`config.mk`:
```
export PLATFORM = sky130hd
export DESIGN_NAME = sap_control_unit
export DESIGN_NICKNAME = d
export VERILOG_FILES = /design/src/rtl/sap_control_unit.sv
export SDC_FILE = /design/constraint.sdc
export NUM_CORES = 1
export LEC_CHECK = 0
export CORE_MARGIN = 4
export CORE_UTILIZATION = 40
export CTS_CLUSTER_SIZE = 40
export DETAILED_ROUTE_END_ITERATION = 12
export PLACE_DENSITY = 0.8
export SYNTH_ARGS = -nofsm -noshare
export SYNTH_HDL_FRONTEND = slang
export SYNTH_SLANG_ARGS = --single-unit
```
`constraint.sdc`:
```
create_clock -name clk -period 1.96 [get_ports clk]
set_input_delay 0.392 -clock clk [delete_from_list [all_inputs] [get_ports clk]]
set_output_delay 0.392 -clock clk [all_outputs]
set_load 0.005 [all_outputs]
```
`src/rtl/sap_control_unit.sv`:
```
// SAP-1.5 fetch/decode/execute sequencer: one-hot bus enables and load strobes from state + opcode.
// Optional CU_ILLEGAL_OP_HALT_EN: opcode 0xE halts and raises a sticky illegal_op instead of acting as NOP.
module sap_control_unit #(
    parameter int DATA_WIDTH = 8,
    parameter int ADDR_WIDTH = 4
) (
    input  logic                           clk,
    input  logic                           reset,
    input  logic [DATA_WIDTH-ADDR_WIDTH-1:0] opcode,
    input  logic [2:0]                     flags,
    output logic                           pc_enable,
    output logic                           load_pc,
    output logic                           oe_pc,
    output logic                           load_mar,
    output logic                           oe_ram,
    output logic                           load_ram,
    output logic                           load_ir,
    output logic                           oe_ir,
    output logic                           load_a,
    output logic                           oe_a,
    output logic                           load_b,
    output logic [1:0]                     alu_op,
    output logic                           oe_alu,
    output logic                           load_flags,
    output logic                           load_o,
    output logic                           halt,
    output logic                           illegal_op
);

    localparam int OP_W = DATA_WIDTH - ADDR_WIDTH;
    typedef logic [OP_W-1:0] op_t;

    localparam op_t OP_NOP = op_t'(4'h0);
    localparam op_t OP_LDA = op_t'(4'h1);
    localparam op_t OP_LDB = op_t'(4'h2);
    localparam op_t OP_ADD = op_t'(4'h3);
    localparam op_t OP_SUB = op_t'(4'h4);
    localparam op_t OP_AND = op_t'(4'h5);
    localparam op_t OP_OR  = op_t'(4'h6);
    localparam op_t OP_STA = op_t'(4'h7);
    localparam op_t OP_LDI = op_t'(4'h8);
    localparam op_t OP_JMP = op_t'(4'h9);
    localparam op_t OP_JC  = op_t'(4'hA);
    localparam op_t OP_JZ  = op_t'(4'hB);
    localparam op_t OP_JN  = op_t'(4'hC);
    localparam op_t OP_OUT = op_t'(4'hD);
    localparam op_t OP_ILL = op_t'(4'hE);
    localparam op_t OP_HLT = op_t'(4'hF);

    typedef enum logic [2:0] {
        S_F1   = 3'd0,
        S_F2   = 3'd1,
        S_DEC  = 3'd2,
        S_E1   = 3'd3,
        S_E2   = 3'd4,
        S_E3   = 3'd5,
        S_HALT = 3'd6
    } state_t;

    state_t state_q, state_d;

    always_ff @(posedge clk) begin
        if (reset) state_q <= S_F1;
        else       state_q <= state_d;
    end

`ifdef CU_ILLEGAL_OP_HALT_EN
    logic illegal_q, illegal_d;
    assign illegal_d = illegal_q | ((state_q == S_DEC) && (opcode == OP_ILL));

    always_ff @(posedge clk) begin
        if (reset) illegal_q <= 1'b0;
        else       illegal_q <= illegal_d;
    end

    assign illegal_op = illegal_q;
`else
    assign illegal_op = 1'b0;
`endif

    always_comb begin
        state_d    = state_q;
        pc_enable  = 1'b0;
        load_pc    = 1'b0;
        oe_pc      = 1'b0;
        load_mar   = 1'b0;
        oe_ram     = 1'b0;
        load_ram   = 1'b0;
        load_ir    = 1'b0;
        oe_ir      = 1'b0;
        load_a     = 1'b0;
        oe_a       = 1'b0;
        load_b     = 1'b0;
        alu_op     = 2'b00;
        oe_alu     = 1'b0;
        load_flags = 1'b0;
        load_o     = 1'b0;
        halt       = 1'b0;

        case (state_q)
            S_F1: begin
                oe_pc    = 1'b1;
                load_mar = 1'b1;
                state_d  = S_F2;
            end
            S_F2: begin
                oe_ram    = 1'b1;
                load_ir   = 1'b1;
                pc_enable = 1'b1;
                state_d   = S_DEC;
            end
            S_DEC: begin
                if (opcode == OP_NOP)      state_d = S_F1;
                else if (opcode == OP_HLT) state_d = S_HALT;
`ifdef CU_ILLEGAL_OP_HALT_EN
                else if (opcode == OP_ILL) state_d = S_HALT;
`else
                else if (opcode == OP_ILL) state_d = S_F1;
`endif
                else                       state_d = S_E1;
            end
            S_E1: begin
                state_d = S_F1;
                case (opcode)
                    OP_LDA, OP_LDB, OP_ADD, OP_SUB, OP_AND, OP_OR, OP_STA: begin
                        oe_ir    = 1'b1;
                        load_mar = 1'b1;
                        state_d  = S_E2;
                    end
                    OP_LDI: begin
                        oe_ir  = 1'b1;
                        load_a = 1'b1;
                    end
                    OP_JMP: begin
                        oe_ir   = 1'b1;
                        load_pc = 1'b1;
                    end
                    // Conditional jumps always present the target; only the PC load is gated.
                    OP_JC: begin
                        oe_ir   = 1'b1;
                        load_pc = flags[1];
                    end
                    OP_JZ: begin
                        oe_ir   = 1'b1;
                        load_pc = flags[0];
                    end
                    OP_JN: begin
                        oe_ir   = 1'b1;
                        load_pc = flags[2];
                    end
                    OP_OUT: begin
                        oe_a   = 1'b1;
                        load_o = 1'b1;
                    end
                    default: ;
                endcase
            end
            S_E2: begin
                state_d = S_F1;
                case (opcode)
                    OP_LDA: begin
                        oe_ram = 1'b1;
                        load_a = 1'b1;
                    end
                    OP_LDB: begin
                        oe_ram = 1'b1;
                        load_b = 1'b1;
                    end
                    OP_ADD, OP_SUB, OP_AND, OP_OR: begin
                        oe_ram  = 1'b1;
                        load_b  = 1'b1;
                        state_d = S_E3;
                    end
                    OP_STA: begin
                        oe_a     = 1'b1;
                        load_ram = 1'b1;
                    end
                    default: ;
                endcase
            end
            S_E3: begin
                alu_op     = 2'(opcode - OP_ADD);
                oe_alu     = 1'b1;
                load_a     = 1'b1;
                load_flags = 1'b1;
                state_d    = S_F1;
            end
            S_HALT: begin
                halt = 1'b1;
            end
            default: state_d = S_F1;
        endcase
    end

endmodule
```
==> reports/metrics.yaml <==
yosys:
  synth_edf_count: 0
  ys.flop_type: "dfxtp_1"
  yosysWarnings: 0
  synth_area_leader_cell: "dfxtp_1"
  synth.distinct_cells: 38
  ys_seq_area_share_pct: 10.08
  synth_common_cells: "7 x nand2_1, 6 x inv_1, 5 x a21oi_1, 5 x or3_1"
  yosysTopAreaCellShare_pct: 10.08
  netlist_instances: 79
  syn_area_per_cell_um2: 7.539
  yosys-top-cells-area: "dfxtp_1 10%, ha_1 8.4%, buf_6 7.6%"
  synth.most_common_cell: "nand2_1"
  ys_seq_elements: 3
  synthesis.area_um2: 595.6
  synthesis.nets: 92
  async_flop_share_pct: 0
grt:
  grt_pass1_wl_um: 3953
  grt_pass1_vias: 842
  grt_max_degree: 10
  grt_overflow_total: 0
  antenna_found_initial: 0
  track_usage_pct: 26.08
pwr:
  power.leakage_nw: 0.6003
  powerDensity_nw_per_um2: 392.7
  ir_worst_vdd_mv: 0.2194
detailed_routing:
  vias: 853
  drtIter0Drc: 39
  first_pass_iters: 4
  drc: 0
  ant_nets: 0
  wire_per_inst_um: 18.45
  viasPerCell: 5.842
  drt-total-wl_um: 2693
die:
  coreArea_um2: 1350
  start_util_pct: 44.11
  rows: 13
  die_w_um: 46.59
  io-pin-count: 27
  die_h_um: 46.59
  fp.dieArea_um2: 2170
cts:
  cts_tree: "built"
  cts_made_buffers: 3
  postCtsHoldBufs: 0
  htreeDepth: 1
  clock_latency_ns: 0.23
  clk_pin_slew_ns: 0.03
  root_buffer: "clkbuf_4"
  clock_path_buffers: 2
  cts_sinks: 3
sta:
  slew-limit-headroom_pct: 66.18
  finalClockSkew_ns: 0.003350
  clock.fmax_ghz: 0.4807
  fin_crit_sh_pct: 106.1
  setup_ws_ns: -0.1202
  setup_viol: 4
  slew_violations: 0
  rsz0062_at_grt: "true"
  post-route-min-period_ns: 2.080
  hold_viol: 0
  whs_ns: 0.6685
  tightest_slew_ns: 0.4945
finish:
  reg_top3: "state_q (3)"
  largest_reg_flops: 3
  final_layout_size_suffix_gt1_share_pct: 54.20
  n_antenna_cell: 0
  final-instance-count-excl-fill: 146
  area_growth_pct: 95.80
  final_nets: 145
  top_register: "state_q"
setup_path:
  startpoint_type: "input port"
  cp_cell_sequence: "buf_4 -> inv_4 -> ha_4 -> buf_6 -> a211o_1 -> a21oi_1 -> a2111oi_0 -> buf_2"
  max_stage_delay_ns: 0.41
  arrival_ns: 1.69
  endpoint_kind: "primary output"
  crit_required_ns: 1.57
  critical_path_class: "input port to primary output"
  crit_fanout: 6
  critPathTopFamily: "compound AO/OA/AOI/OAI gates"
  crit_buf_inv: 4
  cp_slowest_cell: "a2111oi_0"
job:
  drv_cap: 0
placement:
  numPortBuffers: 25
  dpl.cell_count: 134
  gp_congestion: 0.7930
  dpl.hpwl_um: 1539
run_status:
  failed_checks: "setup timing"
  status: "finished with violations"
hold_path:
  hp-class: "flop to flop"
cells by family (layout without fill, tap and decap cells):
family	after synthesis	count (layout)	synth area share (%)
AO/OA/AOI/OAI	20	20	24.37
AND/OR/NAND/NOR	36	36	39.29
flip-flops	3	3	10.08
adder cells (fa/ha/maj)	4	4	8.404
other	1	1	0.6296
buffers and inverters	15	67	17.23
per-stage QoR:
step	area (um2)	TNS, ns	power [W]	util (%)	setup slack (ns)
global route	1166	-0.4150	0.0004945	86.38	-0.1889
floorplan	595.6	0	0.0001907	-	0.2845
finish	1166	-0.1891	0.0004580	86.38	-0.1202
detailed placement	964.7	-7.236	0.0002950	71.46	-0.7986
global placement	964.7	-6.521	0.0002897	71.46	-0.7369
CTS	1099	-0.005906	0.0004293	81.37	-0.005818
area by class of cell:
| class | instances | area, um2 |
|---|---|---|
| Clock buffer | 4 | 26.28 |
| Fill cell | 80 | 183.9 |
| Inverter | 6 | 27.53 |
| Multi-Input combinational cell | 61 | 531.8 |
| Sequential cell | 3 | 68.82 |
| Tap cell | 15 | 18.77 |
| Timing Repair Buffer | 57 | 493.0 |
cells in the final DEF (no fill, tap or decap), types with 2 or more instances in the layout:
master	instances
nor2_1	2
or3_1	4
and3_1	2
nand2b_1	2
dlymetal6s2s_1	4
clkdlybuf4s50_1	7
buf_2	4
buf_4	27
a21oi_2	3
o22ai_1	3
inv_1	4
ha_4	3
nand2_1	7
clkdlybuf4s15_1	2
dlygate4sd2_1	4
nor3_2	2
or3_4	2
inv_4	2
and2b_2	2
dfxtp_4	2
a211o_1	2
nor4b_2	2
nor2_2	2
buf_6	7
clkbuf_4	3
a21oi_1	3
layer usage:
layer  part of all wire (%)  wire length [um]  up-vias  global-route usage [%]
met3                    5.9               158       13                   3.516
met5                      0                 0        -                       0
met2                     52              1401       47                   44.51
met4                    3.1                84        0                   11.93
li1                       -                 -      388                       -
met1                     39              1049      405                   31.74
timing repair:
action / in CTS / in global routing
buffers inserted: 5 / 3
gates cloned: 0 / 0
pin swaps: 7 / 6
gates resized for setup: 64 / 17
endpoints found under the setup margin: 13 / 13
where the power goes:
part | switching [W] | internal [W] | total, W | leakage, nW
clock network | 0.0000308 | 0.0000762 | 0.000107 | 0.0150
logic | 0.000120 | 0.000151 | 0.000271 | 0.559
registers | 0.0000101 | 0.0000695 | 0.0000796 | 0.0263
worst paths after layout:
check | from | endpoint | slack (ns) | cells after the start
worst max-delay path | opcode[0] | load_pc | -0.12 | 8
worst min-delay path | state_q[2]$_SDFFE_PP0N_ | state_q[1]$_SDFFE_PP0N_ | 0.67 | 3
worst max register to register | state_q[1]$_SDFFE_PP0N_ | state_q[2]$_SDFFE_PP0N_ | 0.46 | 7
worst min register to register | state_q[2]$_SDFFE_PP0N_ | state_q[1]$_SDFFE_PP0N_ | 0.67 | 3
worst reg2reg max path: stages (launching register included):
cell and delay (ns):
dfxtp_4 0.35, buf_6 0.10, buf_6 0.09, nand3b_4 0.10
a211o_1 0.32, buf_4 0.15, buf_4 0.12, o22ai_1 0.17
Power figures use the tool's default switching activity.
